## config.mk

```make
export PLATFORM = sky130hd
export DESIGN_NAME = data_memory_bridge
export DESIGN_NICKNAME = d
export VERILOG_FILES = /design/src/rtl/data_memory_bridge.sv
export SDC_FILE = /design/constraint.sdc
export NUM_CORES = 1
export LEC_CHECK = 0
export BUFFER_PORTS_ARGS = -buffer_cell sky130_fd_sc_hd__buf_2
export CORE_AREA = 2 2 162 204
export CTS_CLUSTER_DIAMETER = 60
export DETAILED_ROUTE_END_ITERATION = 6
export DIE_AREA = 0 0 164 206
export PLACE_DENSITY = 0.53
export REMOVE_ABC_BUFFERS = 1
export SLEW_MARGIN = 15
export SYNTH_ARGS = -nofsm -noshare
export SYNTH_HDL_FRONTEND = slang
export SYNTH_SLANG_ARGS = --single-unit
```

## constraint.sdc

```tcl
create_clock -name clock -period 2.3 [get_ports clock]
set_input_delay 0.345 -clock clock [delete_from_list [all_inputs] [get_ports clock]]
set_output_delay 0.345 -clock clock [all_outputs]
set_load 0.01 [all_outputs]
```

## src/rtl/data_memory_bridge.sv

```systemverilog
// data_memory_bridge: multi-cycle bridge between the load/store unit and a
// synchronous byte-enabled RAM. Word-straddling accesses are split into two
// back-to-back beats, and the read beats are merged, realigned and extended.
// Optional build macro: DATA_MISALIGNED_TRAP_EN. When it is defined, a
// misaligned access returns an error instead of being split, and the second
// beat is not built.
//
// Handshake: a request transfers on a rising edge where req_valid and
// req_ready are both high. req_ready is high only in IDLE and low during
// reset. The bridge answers every accepted request with one resp_valid pulse.
// There is no response backpressure: the requester must take the pulse in
// the cycle it appears.
module data_memory_bridge #(
    parameter logic [31:0] DATA_BEGIN  = 32'h10010000,
    parameter logic [31:0] DATA_END    = 32'h1001FFFF,
    parameter int          ADDR_WIDTH  = 14,
    parameter int          MEM_LATENCY = 1
) (
    input  logic                  clock,
    input  logic                  reset,
    input  logic                  req_valid,
    output logic                  req_ready,
    input  logic                  req_write,
    input  logic [2:0]            req_format,
    input  logic [31:0]           req_address,
    input  logic [31:0]           req_write_data,
    output logic                  resp_valid,
    output logic [31:0]           resp_data,
    output logic                  resp_error,
    output logic [ADDR_WIDTH-1:0] mem_address,
    output logic [3:0]            mem_byteena,
    output logic                  mem_wren,
    output logic [31:0]           mem_data,
    input  logic [31:0]           mem_q,
    output logic [2:0]            debug_state
);

    typedef enum logic [2:0] {
        S_IDLE  = 3'd0,
        S_BEAT0 = 3'd1,
        S_BEAT1 = 3'd2,
        S_WAIT  = 3'd3,
        S_RESP  = 3'd4
    } state_t;

    state_t state;
    state_t next_state;

    // Request decode, evaluated on the incoming request fields
    logic [2:0]            size_m1;
    logic [7:0]            mask_base;
    logic [32:0]           last_addr;
    logic [31:0]           rel_addr;
    logic                  misaligned;
    logic                  acc_err;
    logic [7:0]            acc_mask;
    logic [63:0]           acc_wide;
    logic [ADDR_WIDTH-1:0] acc_word;
    logic                  accept;

    // Latched request
    logic                  wr_q;
    logic [2:0]            fmt_q;
    logic [1:0]            off_q;
    logic [ADDR_WIDTH-1:0] word_q;
    logic [7:0]            mask_q;
    logic [63:0]           wide_q;
    logic                  err_q;
    logic                  split_q;

    // Read-return tracking: one tag per beat in flight, MEM_LATENCY deep
    logic [MEM_LATENCY-1:0] pipe_v;
    logic [MEM_LATENCY-1:0] pipe_b;
    logic                   issue;
    logic                   tail_v;
    logic                   tail_b;
    logic [31:0]            q_beat0;
    logic [31:0]            q_beat1;

    // Load result path
    logic [63:0] q_wide;
    logic [31:0] q_lo;
    logic [31:0] load_result;

    logic unused_bits;

    // Size decode: size minus one and the unshifted lane pattern
    always_comb begin
        size_m1   = 3'd3;
        mask_base = 8'h0F;
        case (req_format[1:0])
            2'b00: begin
                size_m1   = 3'd0;
                mask_base = 8'h01;
            end
            2'b01: begin
                size_m1   = 3'd1;
                mask_base = 8'h03;
            end
            default: begin
                size_m1   = 3'd3;
                mask_base = 8'h0F;
            end
        endcase
    end

    // Last touched byte is computed in 33 bits so a wrap past 2^32 still
    // reads as out of range.
    assign last_addr = {1'b0, req_address} + {30'b0, size_m1};
    assign rel_addr  = req_address - DATA_BEGIN;
    assign acc_word  = rel_addr[ADDR_WIDTH+1:2];
    assign acc_mask  = mask_base << req_address[1:0];
    assign acc_wide  = {32'b0, req_write_data} << {req_address[1:0], 3'b000};

`ifdef DATA_MISALIGNED_TRAP_EN
    assign misaligned = ((req_format[1:0] == 2'b01) && req_address[0]) ||
                        ((req_format[1:0] == 2'b10) && (req_address[1:0] != 2'b00));
    assign split_q    = 1'b0;
`else
    assign misaligned = 1'b0;
    assign split_q    = |mask_q[7:4];
`endif

    assign acc_err = (req_format[1:0] == 2'b11) ||
                     (req_address < DATA_BEGIN) ||
                     (last_addr > {1'b0, DATA_END}) ||
                     misaligned;

    assign accept = (state == S_IDLE) && req_valid;
    assign issue  = ((state == S_BEAT0) || (state == S_BEAT1)) && !wr_q;
    assign tail_v = pipe_v[MEM_LATENCY-1];
    assign tail_b = pipe_b[MEM_LATENCY-1];

    // State register
    always_ff @(posedge clock) begin
        if (reset) begin
            state <= S_IDLE;
        end else begin
            state <= next_state;
        end
    end

    // Latch all request fields and the decoded access on acceptance
    always_ff @(posedge clock) begin
        if (reset) begin
            wr_q   <= 1'b0;
            fmt_q  <= 3'b0;
            off_q  <= 2'b0;
            word_q <= '0;
            mask_q <= 8'b0;
            wide_q <= 64'b0;
            err_q  <= 1'b0;
        end else if (accept) begin
            wr_q   <= req_write;
            fmt_q  <= req_format;
            off_q  <= req_address[1:0];
            word_q <= acc_word;
            mask_q <= acc_mask;
            wide_q <= acc_wide;
            err_q  <= acc_err;
        end
    end

    // Shift a valid/beat tag along with each read beat until its data returns
    always_ff @(posedge clock) begin
        if (reset) begin
            pipe_v <= '0;
            pipe_b <= '0;
        end else begin
            pipe_v[0] <= issue;
            pipe_b[0] <= (state == S_BEAT1);
            for (int i = 1; i < MEM_LATENCY; i++) begin
                pipe_v[i] <= pipe_v[i-1];
                pipe_b[i] <= pipe_b[i-1];
            end
        end
    end

    // Capture returning read data; both beats clear on accept so an unsplit
    // access merges against zero.
    always_ff @(posedge clock) begin
        if (reset) begin
            q_beat0 <= 32'b0;
            q_beat1 <= 32'b0;
        end else if (accept) begin
            q_beat0 <= 32'b0;
            q_beat1 <= 32'b0;
        end else if (tail_v) begin
            if (tail_b) begin
                q_beat1 <= mem_q;
            end else begin
                q_beat0 <= mem_q;
            end
        end
    end

    // Next-state logic
    always_comb begin
        next_state = state;
        case (state)
            S_IDLE: begin
                if (req_valid) begin
                    next_state = acc_err ? S_RESP : S_BEAT0;
                end
            end
            S_BEAT0: begin
                if (split_q) begin
                    next_state = S_BEAT1;
                end else begin
                    next_state = wr_q ? S_RESP : S_WAIT;
                end
            end
`ifndef DATA_MISALIGNED_TRAP_EN
            S_BEAT1: begin
                next_state = wr_q ? S_RESP : S_WAIT;
            end
`endif
            S_WAIT: begin
                // Leave once the data of the last beat is being captured
                if (tail_v && (tail_b == split_q)) begin
                    next_state = S_RESP;
                end
            end
            S_RESP: begin
                next_state = S_IDLE;
            end
            default: begin
                next_state = S_IDLE;
            end
        endcase
    end

    // Merge, realign and extend the captured read beats
    always_comb begin
        q_wide      = {q_beat1, q_beat0} >> {off_q, 3'b000};
        q_lo        = q_wide[31:0];
        load_result = q_lo;
        case (fmt_q[1:0])
            2'b00:   load_result = fmt_q[2] ? {24'b0, q_lo[7:0]}
                                            : {{24{q_lo[7]}}, q_lo[7:0]};
            2'b01:   load_result = fmt_q[2] ? {16'b0, q_lo[15:0]}
                                            : {{16{q_lo[15]}}, q_lo[15:0]};
            default: load_result = q_lo;
        endcase
    end

    // Outputs decoded from state; reset forces every output to its idle value
    // so an aborted beat never writes and no response escapes.
    always_comb begin
        req_ready   = 1'b0;
        resp_valid  = 1'b0;
        resp_data   = 32'b0;
        resp_error  = 1'b0;
        mem_address = '0;
        mem_byteena = 4'b0;
        mem_wren    = 1'b0;
        mem_data    = 32'b0;
        case (state)
            S_IDLE: begin
                req_ready = 1'b1;
            end
            S_BEAT0: begin
                mem_address = word_q;
                mem_byteena = mask_q[3:0];
                mem_wren    = wr_q;
                mem_data    = wide_q[31:0];
            end
`ifndef DATA_MISALIGNED_TRAP_EN
            S_BEAT1: begin
                mem_address = word_q + ADDR_WIDTH'(1);
                mem_byteena = mask_q[7:4];
                mem_wren    = wr_q;
                mem_data    = wide_q[63:32];
            end
`endif
            S_RESP: begin
                resp_valid = 1'b1;
                resp_error = err_q;
                resp_data  = (err_q || wr_q) ? 32'b0 : load_result;
            end
            default: begin
                req_ready = 1'b0;
            end
        endcase
        if (reset) begin
            req_ready   = 1'b0;
            resp_valid  = 1'b0;
            resp_data   = 32'b0;
            resp_error  = 1'b0;
            mem_address = '0;
            mem_byteena = 4'b0;
            mem_wren    = 1'b0;
            mem_data    = 32'b0;
        end
    end

    assign debug_state = state;

    // Address bits outside the word index and the discarded merge half
    assign unused_bits = ^{rel_addr[31:ADDR_WIDTH+2], rel_addr[1:0], q_wide[63:32],
                           mask_q[7:4], wide_q[63:32]};

endmodule

```

==> flow_metrics.tcl <==
set metrics [dict create \
    vdd_drop_max_v 0.000413 \
    drt-initial-drc-count 638 \
    hp-start "mem_q[30]" \
    dieArea_sq_um 33800 \
    clock_sinks 145 \
    vias_per_cell 5.01 \
    p_total_w 0.00632 \
    grt_overflow_total 0 \
    yosysSeqAreaShare_pct 36.9 \
    ant_nets 0 \
    powerDensity_nw_per_um2 586 \
    final_area_sq_um 10800 \
    crit_slowest_cell "dfxtp_4" \
    drive_gt1_share_pct 35.3 \
    crit_family "multiplexers" \
    synth_edf_count 0 \
    clockRootBuffer "clkbuf_16" \
    cts_tree "yes" \
    synth_area_leaders "dfxtp_1, nand2_1, mux4_2" \
    finalWirelength_mm 29.1 \
    wire_per_inst_um 17.9 \
    synthDistinctLibCells 62 \
    worstPathRequired_ns 1.96 \
    core_sq_um 32100 \
    cts-buffers-inserted 17 \
    fin_setup_tns_ns -3.42 \
    status "complete, but fails checks" \
    antenna_found_initial 7 \
    finalCriticalPeriod_ns 2.49 \
    critPathBufInv 2 \
    nets 1306 \
    path_class "register to output pin" \
    postCtsHoldBufs 0 \
    syn-cell-area_sq_um 7870 \
    synth_top_cell_area_share_pct 36.9 \
    skew_ns 0.0111 \
    gp_congestion 0.868 \
    post_dp_cell_area_sq_um 9630 \
    cp.arrival_ns 2.14 \
    ios 192 \
    pre_cts_slack_ns -0.326 \
    clk_latency_ns 0.43 \
    hold_ws_ns 0.149 \
    period_share_pct 108 \
    grt_max_degree 58 \
    slowest_delay_ns 0.38 \
    num_vias 8175 \
    synth.largest_area_cell "dfxtp_1" \
    grt_pass1_wl_mm 45.3 \
    worstMarginPinSlew_ns 0.515 \
    drc 0 \
    drv_slew 0 \
    hpwl_mm 20.5 \
    yosysWarnings 0 \
    synthToLayoutAreaGrowth_pct 37.1 \
    slew-limit-headroom_pct 65.7 \
    ys_seq_elements 145 \
    avgSynthCellArea_sq_um 8.08 \
    drv_cap 0 \
    num_rows 74 \
    start_util_pct 24.5 \
    grt_pass1_vias 8113 \
    h-tree-depth 4 \
    layout_commonest_cell "nand2_1" \
    p_leak_nw 4.35 \
    path_cells "mux2_4, mux2i_4, nor2_2, a21oi_2, nor2_1, o21bai_2, buf_6, a21oi_1, buf_2" \
    worstSetupStartpointType "register" \
    synthCells 974 \
    worst_slack_ns -0.186 \
    fmax_mhz 402 \
    cp-end-kind "output pin" \
    synthFlopType "dfxtp_1" \
    final_cell_mix "nand2_1, buf_2, dfxtp_1, a21oi_1, buf_4" \
    clockBufferDepth 2 \
    die_x_um 164 \
    io_buffers 191 \
    rsz0062_at_grt "yes" \
    reg2reg_from "debug_state[1]" \
    cp_max_fo 6 \
    hold_path.class "primary input to register" \
    cp-startpoint "off_q[0]" \
    hold_viol_final 0 \
    violations "setup timing" \
    ys_async_sr_fraction_pct 0 \
    track_usage_pct 17.3 \
    setup_viol 26 \
    clk_pin_slew_ns 0.07 \
    firstDrtPassIters 4 \
    fill_cells 3385 \
    die_height_um 206 \
]
[logic make-up after synthesis]
family,count (synthesis),synth area share [%]
and+or+nand+nor,417,24.3
AOI/OAI and AO/OA,245,19.9
DFF,145,36.9
buffers and inverters,97,4.98
muxes,61,12.6
adders and majority gates,5,0.890
xor gates and xnor gates,4,0.445
[registers in the layout, indices dropped and copies added, names as in the netlist]
signal and cells:
debug_state 3, err_q 1, fmt_q 3, mask_q 7
off_q 2, pipe_b 1, pipe_v 1, q_beat0 32
q_beat1 24, wide_q 56, word_q 14, wr_q 1
[routing by layer]
metal	track usage [%]	wire (um)	share of wire (%)	vias to the layer above
li1	-	-	-	3909
met1	21.6	12600	43	3889
met2	28.1	13400	46	313
met3	5.26	2430	8.3	54
met4	6.02	676	2.3	10
met5	0	72	0.25	-
[area by class of cell]
cell class	instances	area (sq um)	area share (%)
Timing Repair Buffer	281	1850	17.1
Multi-Input combinational cell	732	4830	44.7
Sequential cell	145	2930	27.1
Clock buffer	20	457	4.23
Antenna cell	3	7.51	0.0696
Inverter	21	78.8	0.731
Clock inverter	12	124	1.15
Tap cell	418	523	4.85
[cells in the mapped netlist (3+ instances only)]
master    count
a211oi_1      9
a21o_1        3
a21oi_1     123
a221o_1       8
a22o_1       36
a22oi_1      10
a311oi_1      5
and2_1       13
and3_1       15
buf_1         5
buf_2        10
clkbuf_1     59
dfxtp_1     145
ha_1          4
inv_1        21
mux2i_1      28
mux4_2       30
nand2_1     219
nand2b_1     11
nand3_1      26
nand4_1       9
nor2_1       68
nor2b_1       3
nor3_1       21
nor3b_1       3
nor4_1        4
o211ai_1      3
o21ai_0      31
or2_2         4
or3_1         3
xnor2_1       3
[final timing paths]
check / to / slack, ns / cells past startpoint
setup / recovery: resp_data[26] / -0.19 / 9
hold / removal: q_beat0[30] / 0.15 / 3
setup reg to reg: wide_q[49] / 0.39 / 9
hold reg to reg: wide_q[27] / 0.45 / 2
[worst reg2reg max path: cells and delay by family (launching register included)]
kind	cells	cell delay, ns
simple gates	6	1.00
flops	1	0.35
buf+inv	2	0.36
compound gates	1	0.15
[stage by stage]
stage                     util, %  instances
after global placement       30.0       1574
after floorplan                 -        898
final                        33.6       1632
after detailed placement     30.0       1574
after CTS                    32.7       1620
after global routing         33.6       1630
[where the power goes]
part | leakage [nW] | internal, W | total (W) | switching (W)
clock network | 0.278 | 0.00157 | 0.00278 | 0.00121
registers | 1.19 | 0.00261 | 0.00268 | 0.0000718
logic | 2.89 | 0.000362 | 0.000859 | 0.000497
[what timing repair did]
item | in CTS | in global routing
pin swaps | 18 | 15
cloned | 3 | 2
setup endpoints to repair | 80 | 60
gates resized for setup | 49 | 47
setup buffers | 11 | 8
(Power assumes the default switching activity.)
